### config.mk
export PLATFORM = sky130hd
export DESIGN_NAME = bucket_head_table
export DESIGN_NICKNAME = d
export VERILOG_FILES = /design/src/rtl/bucket_head_table.sv
export SDC_FILE = /design/constraint.sdc
export NUM_CORES = 2
export LEC_CHECK = 0
export ABC_AREA = 0
export BUFFER_PORTS_ARGS = -buffer_cell sky130_fd_sc_hd__buf_2
export CAP_MARGIN = 5
export CORE_UTILIZATION = 48
export DETAILED_ROUTE_END_ITERATION = 12
export PLACE_DENSITY = 0.68
export REMOVE_ABC_BUFFERS = 1
export SYNTH_ARGS = -nofsm -noshare
export SYNTH_HDL_FRONTEND = slang
export SYNTH_SLANG_ARGS = --single-unit
export TNS_END_PERCENT = 50
### constraint.sdc
create_clock -name clk_i -period 10.2 [get_ports clk_i]
set_clock_uncertainty 0.15 [all_clocks]
set_input_delay 0.51 -clock clk_i [delete_from_list [all_inputs] [get_ports clk_i]]
set_output_delay 0.51 -clock clk_i [all_outputs]
set_load 0.02 [all_outputs]
### src/rtl/bucket_head_table.sv
// rtl/bucket_head_table.sv - bucket index to chain head pointer lookup stage with clear engine (optional write log: HEAD_TABLE_WR_LOG_EN)
module bucket_head_table #(
    parameter int KEY_WIDTH      = 32,
    parameter int VALUE_WIDTH    = 32,
    parameter int CMD_WIDTH      = 2,
    parameter int BUCKET_WIDTH   = 8,
    parameter int HEAD_PTR_WIDTH = 8
) (
    input  logic                      clk_i,
    input  logic                      rst_i,
    input  logic                      in_valid,
    output logic                      in_ready,
    input  logic [KEY_WIDTH-1:0]      in_key,
    input  logic [VALUE_WIDTH-1:0]    in_value,
    input  logic [CMD_WIDTH-1:0]      in_cmd,
    input  logic [BUCKET_WIDTH-1:0]   in_bucket,
    output logic                      out_valid,
    input  logic                      out_ready,
    output logic [KEY_WIDTH-1:0]      out_key,
    output logic [VALUE_WIDTH-1:0]    out_value,
    output logic [CMD_WIDTH-1:0]      out_cmd,
    output logic [BUCKET_WIDTH-1:0]   out_bucket,
    output logic [HEAD_PTR_WIDTH-1:0] out_head_ptr,
    output logic                      out_head_ptr_val,
    input  logic [BUCKET_WIDTH-1:0]   wr_addr,
    input  logic [HEAD_PTR_WIDTH-1:0] wr_ptr,
    input  logic                      wr_ptr_val,
    input  logic                      wr_en,
    input  logic                      clear_ram_run_i,
    output logic                      clear_ram_done_o
);

    localparam int DEPTH = 1 << BUCKET_WIDTH;
    localparam int WORD  = HEAD_PTR_WIDTH + 1;

    logic [WORD-1:0]         mem [DEPTH];
    logic [WORD-1:0]         rd_q;
    logic                    valid_q;
    logic [KEY_WIDTH-1:0]    key_q;
    logic [VALUE_WIDTH-1:0]  value_q;
    logic [CMD_WIDTH-1:0]    cmd_q;
    logic [BUCKET_WIDTH-1:0] bucket_q;
    logic                    clr_flag_q, clr_flag_d;
    logic [BUCKET_WIDTH-1:0] clr_addr_q, clr_addr_d;
    logic [BUCKET_WIDTH-1:0] rd_addr;
    logic                    b_we;
    logic [BUCKET_WIDTH-1:0] b_addr;
    logic [WORD-1:0]         b_data;

    assign in_ready         = out_ready;
    assign out_valid        = valid_q;
    assign out_key          = key_q;
    assign out_value        = value_q;
    assign out_cmd          = cmd_q;
    assign out_bucket       = bucket_q;
    assign out_head_ptr     = rd_q[HEAD_PTR_WIDTH-1:0];
    assign out_head_ptr_val = rd_q[HEAD_PTR_WIDTH];
    assign clear_ram_done_o = clr_flag_q && (&clr_addr_q);

    // While stalled, keep re-reading the held bucket so the head data tracks out_bucket
    assign rd_addr = out_ready ? in_bucket : bucket_q;

    // Port B source: clear engine owns the port while clearing, external writes are dropped
    always_comb begin
        b_we   = wr_en;
        b_addr = wr_addr;
        b_data = {wr_ptr_val, wr_ptr};
        if (clr_flag_q) begin
            b_we   = 1'b1;
            b_addr = clr_addr_q;
            b_data = '0;
        end
    end

    // Clear engine next state: run (re)starts at address 0, done drops the flag
    always_comb begin
        clr_flag_d = clr_flag_q;
        clr_addr_d = clr_addr_q;
        if (clear_ram_run_i) begin
            clr_flag_d = 1'b1;
            clr_addr_d = '0;
        end else if (clr_flag_q) begin
            clr_addr_d = clr_addr_q + BUCKET_WIDTH'(1);
            if (clear_ram_done_o) begin
                clr_flag_d = 1'b0;
            end
        end
    end

    // Clear engine state register
    always_ff @(posedge clk_i or posedge rst_i) begin
        if (rst_i) begin
            clr_flag_q <= 1'b0;
            clr_addr_q <= '0;
        end else begin
            clr_flag_q <= clr_flag_d;
            clr_addr_q <= clr_addr_d;
        end
    end

    // Forwarding register: loads only when downstream is ready
    always_ff @(posedge clk_i or posedge rst_i) begin
        if (rst_i) begin
            valid_q  <= 1'b0;
            key_q    <= '0;
            value_q  <= '0;
            cmd_q    <= '0;
            bucket_q <= '0;
        end else if (out_ready) begin
            valid_q  <= in_valid;
            key_q    <= in_key;
            value_q  <= in_value;
            cmd_q    <= in_cmd;
            bucket_q <= in_bucket;
        end
    end

    // Port A read register; a same-address write in this cycle yields the old word
    always_ff @(posedge clk_i or posedge rst_i) begin
        if (rst_i) begin
            rd_q <= '0;
        end else begin
            rd_q <= mem[rd_addr];
        end
    end

    // Port B write; RAM contents survive reset
    always_ff @(posedge clk_i) begin
        if (b_we) begin
            mem[b_addr] <= b_data;
        end
    end

`ifdef HEAD_TABLE_WR_LOG_EN
    // Simulation-only trace of every port B write, clear writes included
    always @(posedge clk_i) begin
        if (b_we) begin
            $display("%0t head_table wr addr=%0h ptr=%0h ptr_val=%0b",
                     $time, b_addr, b_data[HEAD_PTR_WIDTH-1:0], b_data[HEAD_PTR_WIDTH]);
        end
    end
`else
`endif

endmodule

==> results.py <==
metrics = {
    "timing": {
        "finalHoldViolCount": 0,
        "setup-violations-final": 0,
        "fmax_mhz": 182,
        "timing.final.max_slew_violations": 0,
        "rsz0062_at_grt": "false",
        "timing.max_slew.rel_slack_pct": 4.79,
        "period_minus_slack_ns": 5.49,
        "timing.setup.tns_ns": 0,
        "worst_slew_pin_slew_ns": 1.43,
        "final.period_utilization_pct": 53.8,
    },
    "floorplan": {
        "std_cell_rows": 162,
        "fp.dieArea_um2": 199000,
        "die-width_um": 446,
        "core_area_um2": 195000,
        "initial_core_utilization_pct": 48.4,
        "num_io_pins": 183,
        "die_height_um": 446,
    },
    "yosys": {
        "synth_most_common_cell": "sky130_fd_sc_hd__edfxtp_1",
        "largest_family_of_logic_cells_by_synthesized_area": "simple AND/OR/NAND/NOR gates",
        "yosysTopAreaCellShare_pct": 73.2,
        "synth_area_per_cell_um2": 15.3,
        "muxShareOfSynthArea_pct": 8.18,
        "netlist_top_cells_area": "sky130_fd_sc_hd__edfxtp_1 (73%), sky130_fd_sc_hd__mux2i_1 (5.8%), sky130_fd_sc_hd__nand2_1 (4.1%)",
        "synth_commonest_cells": "sky130_fd_sc_hd__edfxtp_1 (2,304), sky130_fd_sc_hd__nand2_1 (1,023), sky130_fd_sc_hd__mux2i_1 (544), sky130_fd_sc_hd__nand3_1 (479), sky130_fd_sc_hd__nor2_1 (288)",
        "synthesis.area_um2": 94600,
        "synth-edff-count": 2304,
        "seq_area_frac_synth_pct": 75.6,
        "ys_seq_elements": 2397,
        "synthSimpleGateAreaFrac_pct": 8.75,
        "post-synth-top-area-cell": "sky130_fd_sc_hd__edfxtp_1",
        "postSynth.asyncResetShare_pct": 3.88,
        "netlist_instances": 6179,
        "yosys_warnings": 0,
        "post_synth_fa_ha_maj_area_fraction_pct": 0.0132,
        "post_synthesis_compound_gate_area_fraction_pct": 5.25,
        "synthFlopType": "sky130_fd_sc_hd__edfxtp_1",
        "post_synth_xor_area_fraction_pct": 0.0556,
        "synth_cell_types": 55,
    },
    "cells_and_area": {
        "fill_cells": 15200,
        "final_area_um2": 106000,
        "finalNonFillerCells": 9191,
        "design.final.nets": 6466,
        "fraction_of_layout_instances_using_a_drive_strength_above_1_pct": 12.0,
        "area.growth.synth_to_final_pct": 12.3,
    },
    "pwr": {
        "power.density_nw_per_um2": 196,
        "internal_power_mw": 16.0,
        "power_frac_comb_pct": 8.6,
        "seq_power_share_pct": 51.5,
        "switchingPower_mw": 4.88,
        "max-vdd-ir-drop_mv": 0.188,
        "power.share.switching_pct": 23.4,
        "power.share.clock_pct": 39.9,
        "power.leakage_nw": 36.4,
    },
    "detailed_routing": {
        "routed_wire_length_per_instance_um": 28.6,
        "drt-vias-per-instance": 6.19,
        "post-route-drc-count": 0,
        "final_wirelength_um": 263000,
        "via_count": 56900,
        "drt-initial-drc-count": 7394,
        "drt_first_pass_iters": 8,
        "antenna_left": 0,
    },
    "grt": {
        "groute.layer.met1.usage_pct": 35.7,
        "overflow": 0,
        "grt_pass1_wl_um": 378000,
        "first_global_vias": 54400,
        "gr-usage-met2_pct": 40.1,
        "top_usage_layer": "met2",
        "globalRouteMet3Util_pct": 6.00,
        "grt_max_degree": 217,
        "grt_use_total_pct": 26.0,
        "grt_antenna_before_repair": 13,
    },
    "clock_tree": {
        "numClockSinks": 2397,
        "root_buffer_cell": "sky130_fd_sc_hd__clkbuf_16",
        "clk_pin_slew_worst_paths_ns": 0.06,
        "clock_tree.htree_level_count": 4,
        "post_cts_buffers": 0,
        "clock_latency_ns": 0.87,
        "ctsLongestPathBuffers": 3,
        "tritoncts": "done",
        "tritoncts.num_buffers": 227,
    },
    "placement": {
        "hpwl_detailed_um": 149000,
        "place_congestion": 0.906,
        "dp.cells": 8689,
        "detailed_place.area_um2": 98200,
        "port_buffers": 182,
    },
    "worst_setup_path": {
        "worst_reg2reg_path_depth": 11,
        "regToRegEndpoint": "rd_q[4]",
        "end_kind": "flip-flop",
        "setup.worst_path.start_class": "input port",
        "worstReg2RegStart": "out_bucket[0]",
        "worstPathRequired_ns": 10.73,
        "worst_setup_path_startpoint": "out_ready",
        "worst_ep_arrival_time_ns": 6.02,
        "ff2ff_setup_slack_ns": 4.73,
        "worstSetupPathType": "input port to flip-flop",
        "timing.critical_path.to": "rd_q[4]",
        "critical_path.max_fanout": 147,
    },
    "hold_path": {
        "worstHoldPathCells": 2,
        "worst_hold_path_type": "input port to flip-flop",
    },
    "run_status": {
        "outcome": "completed",
    },
    "run": {
        "maxCapViolations": 0,
    },
}
## cell usage in the layout, fill, tap and decap left out, drive strengths merged, types with 52 or more instances in the layout
master       count
edfxtp        2304
nand2         1023
mux2i          546
nand3          479
clkbuf         298
buf            297
nor2           288
o221ai         229
a31oi          202
nor3            96
dfrtp           93
clkinv          91
o21ai           85
dlygate4sd3     74
mux2            68
a21oi           67
mux4            66
o22ai           52
## power groups by stage
stage               registers (mW)  clock network (mW)  logic [mW]
floorplan                     11.0                   0        1.28
global placement              10.9                   0        1.71
detailed placement            10.9                   0        1.73
CTS                           10.7                8.37        1.76
global route                  10.7                8.74        1.87
finish                        10.7                8.32        1.79
## cell type report
| class | count | area (um^2) | share of cell area [%] |
|---|---|---|---|
| multi-input cells | 3354 | 21300 | 20.1 |
| flip-flops and latches | 2397 | 71500 | 67.3 |
| diodes | 10 | 25.0 | 0.0236 |
| clock inverters | 120 | 1130 | 1.06 |
| clock buffers | 298 | 6140 | 5.78 |
| well taps | 2624 | 3280 | 3.09 |
| inverters | 17 | 95.1 | 0.0895 |
| repair buffers | 371 | 2730 | 2.57 |
## routing by layer
layer  wire length (um)  up-vias
met5                 60        -
met4              11500        8
met3              29200      614
met2             121000     3331
met1             101000    28700
li1                   -    24200
## critical path, stage by stage
cell and delay, ns:
sky130_fd_sc_hd__buf_4 0.65, sky130_fd_sc_hd__mux2i_4 0.14, sky130_fd_sc_hd__buf_12 0.23, sky130_fd_sc_hd__inv_16 0.70, sky130_fd_sc_hd__buf_4 0.60, sky130_fd_sc_hd__buf_4 0.63, sky130_fd_sc_hd__mux4_2 0.58, sky130_fd_sc_hd__nand2_1 0.09
sky130_fd_sc_hd__a21oi_1 0.06, sky130_fd_sc_hd__or3_1 0.36, sky130_fd_sc_hd__o31ai_1 0.82, sky130_fd_sc_hd__nand4_1 0.18
## what timing repair did
| action | CTS | global route |
|---|---|---|
| endpoints found under the hold margin | 132 | 0 |
| gates resized for setup | 0 | 0 |
| hold buffers | 74 | 0 |
## through the flow
step	hold WS (ns)	power (mW)	utilization, %	setup slack [ns]
3_3_place_gp	0.334	12.6	50.2	3.48
2_1_floorplan	0.421	12.2	-	-31.85
3_5_place_dp	0.340	12.7	50.2	3.89
6_report	0.0684	20.8	54.4	4.71
5_1_grt	0.0454	21.3	54.3	4.68
4_1_cts	0.0185	20.8	54.3	4.75
## state kept, by name (all words and copies together), names as in the netlist
register	cells
clr_addr_q	8
clr_flag_q	1
mem	2304
out_bucket	8
out_cmd	2
out_key	32
out_valid	1
out_value	32
rd_q	9
## worst min-delay path by stage
stage / startpoint / to / slack, ns
2_1_floorplan: clr_addr_q[5] / clr_addr_q[5] / 0.42
3_3_place_gp: out_value[2] / out_value[2] / 0.33
3_5_place_dp: out_value[24] / out_value[24] / 0.34
4_1_cts: wr_ptr[7] / mem[173][7] / 0.02
5_1_grt: wr_ptr[7] / mem[173][7] / 0.05
6_report: wr_ptr[7] / mem[172][7] / 0.07
## kinds of logic (layout without fill, tap and decap cells)
group                      after synthesis  count (layout)
AOI/OAI and AO/OA                      707             707
xor gates and xnor gates                 6               6
other                                    0              10
adders and majority gates                1               1
buffers and inverters                  428             806
DFF                                   2397            2397
and+or+nand+nor                       1960            1960
muxes                                  680             680
Note: power is estimated with default switching activity, not from simulation.
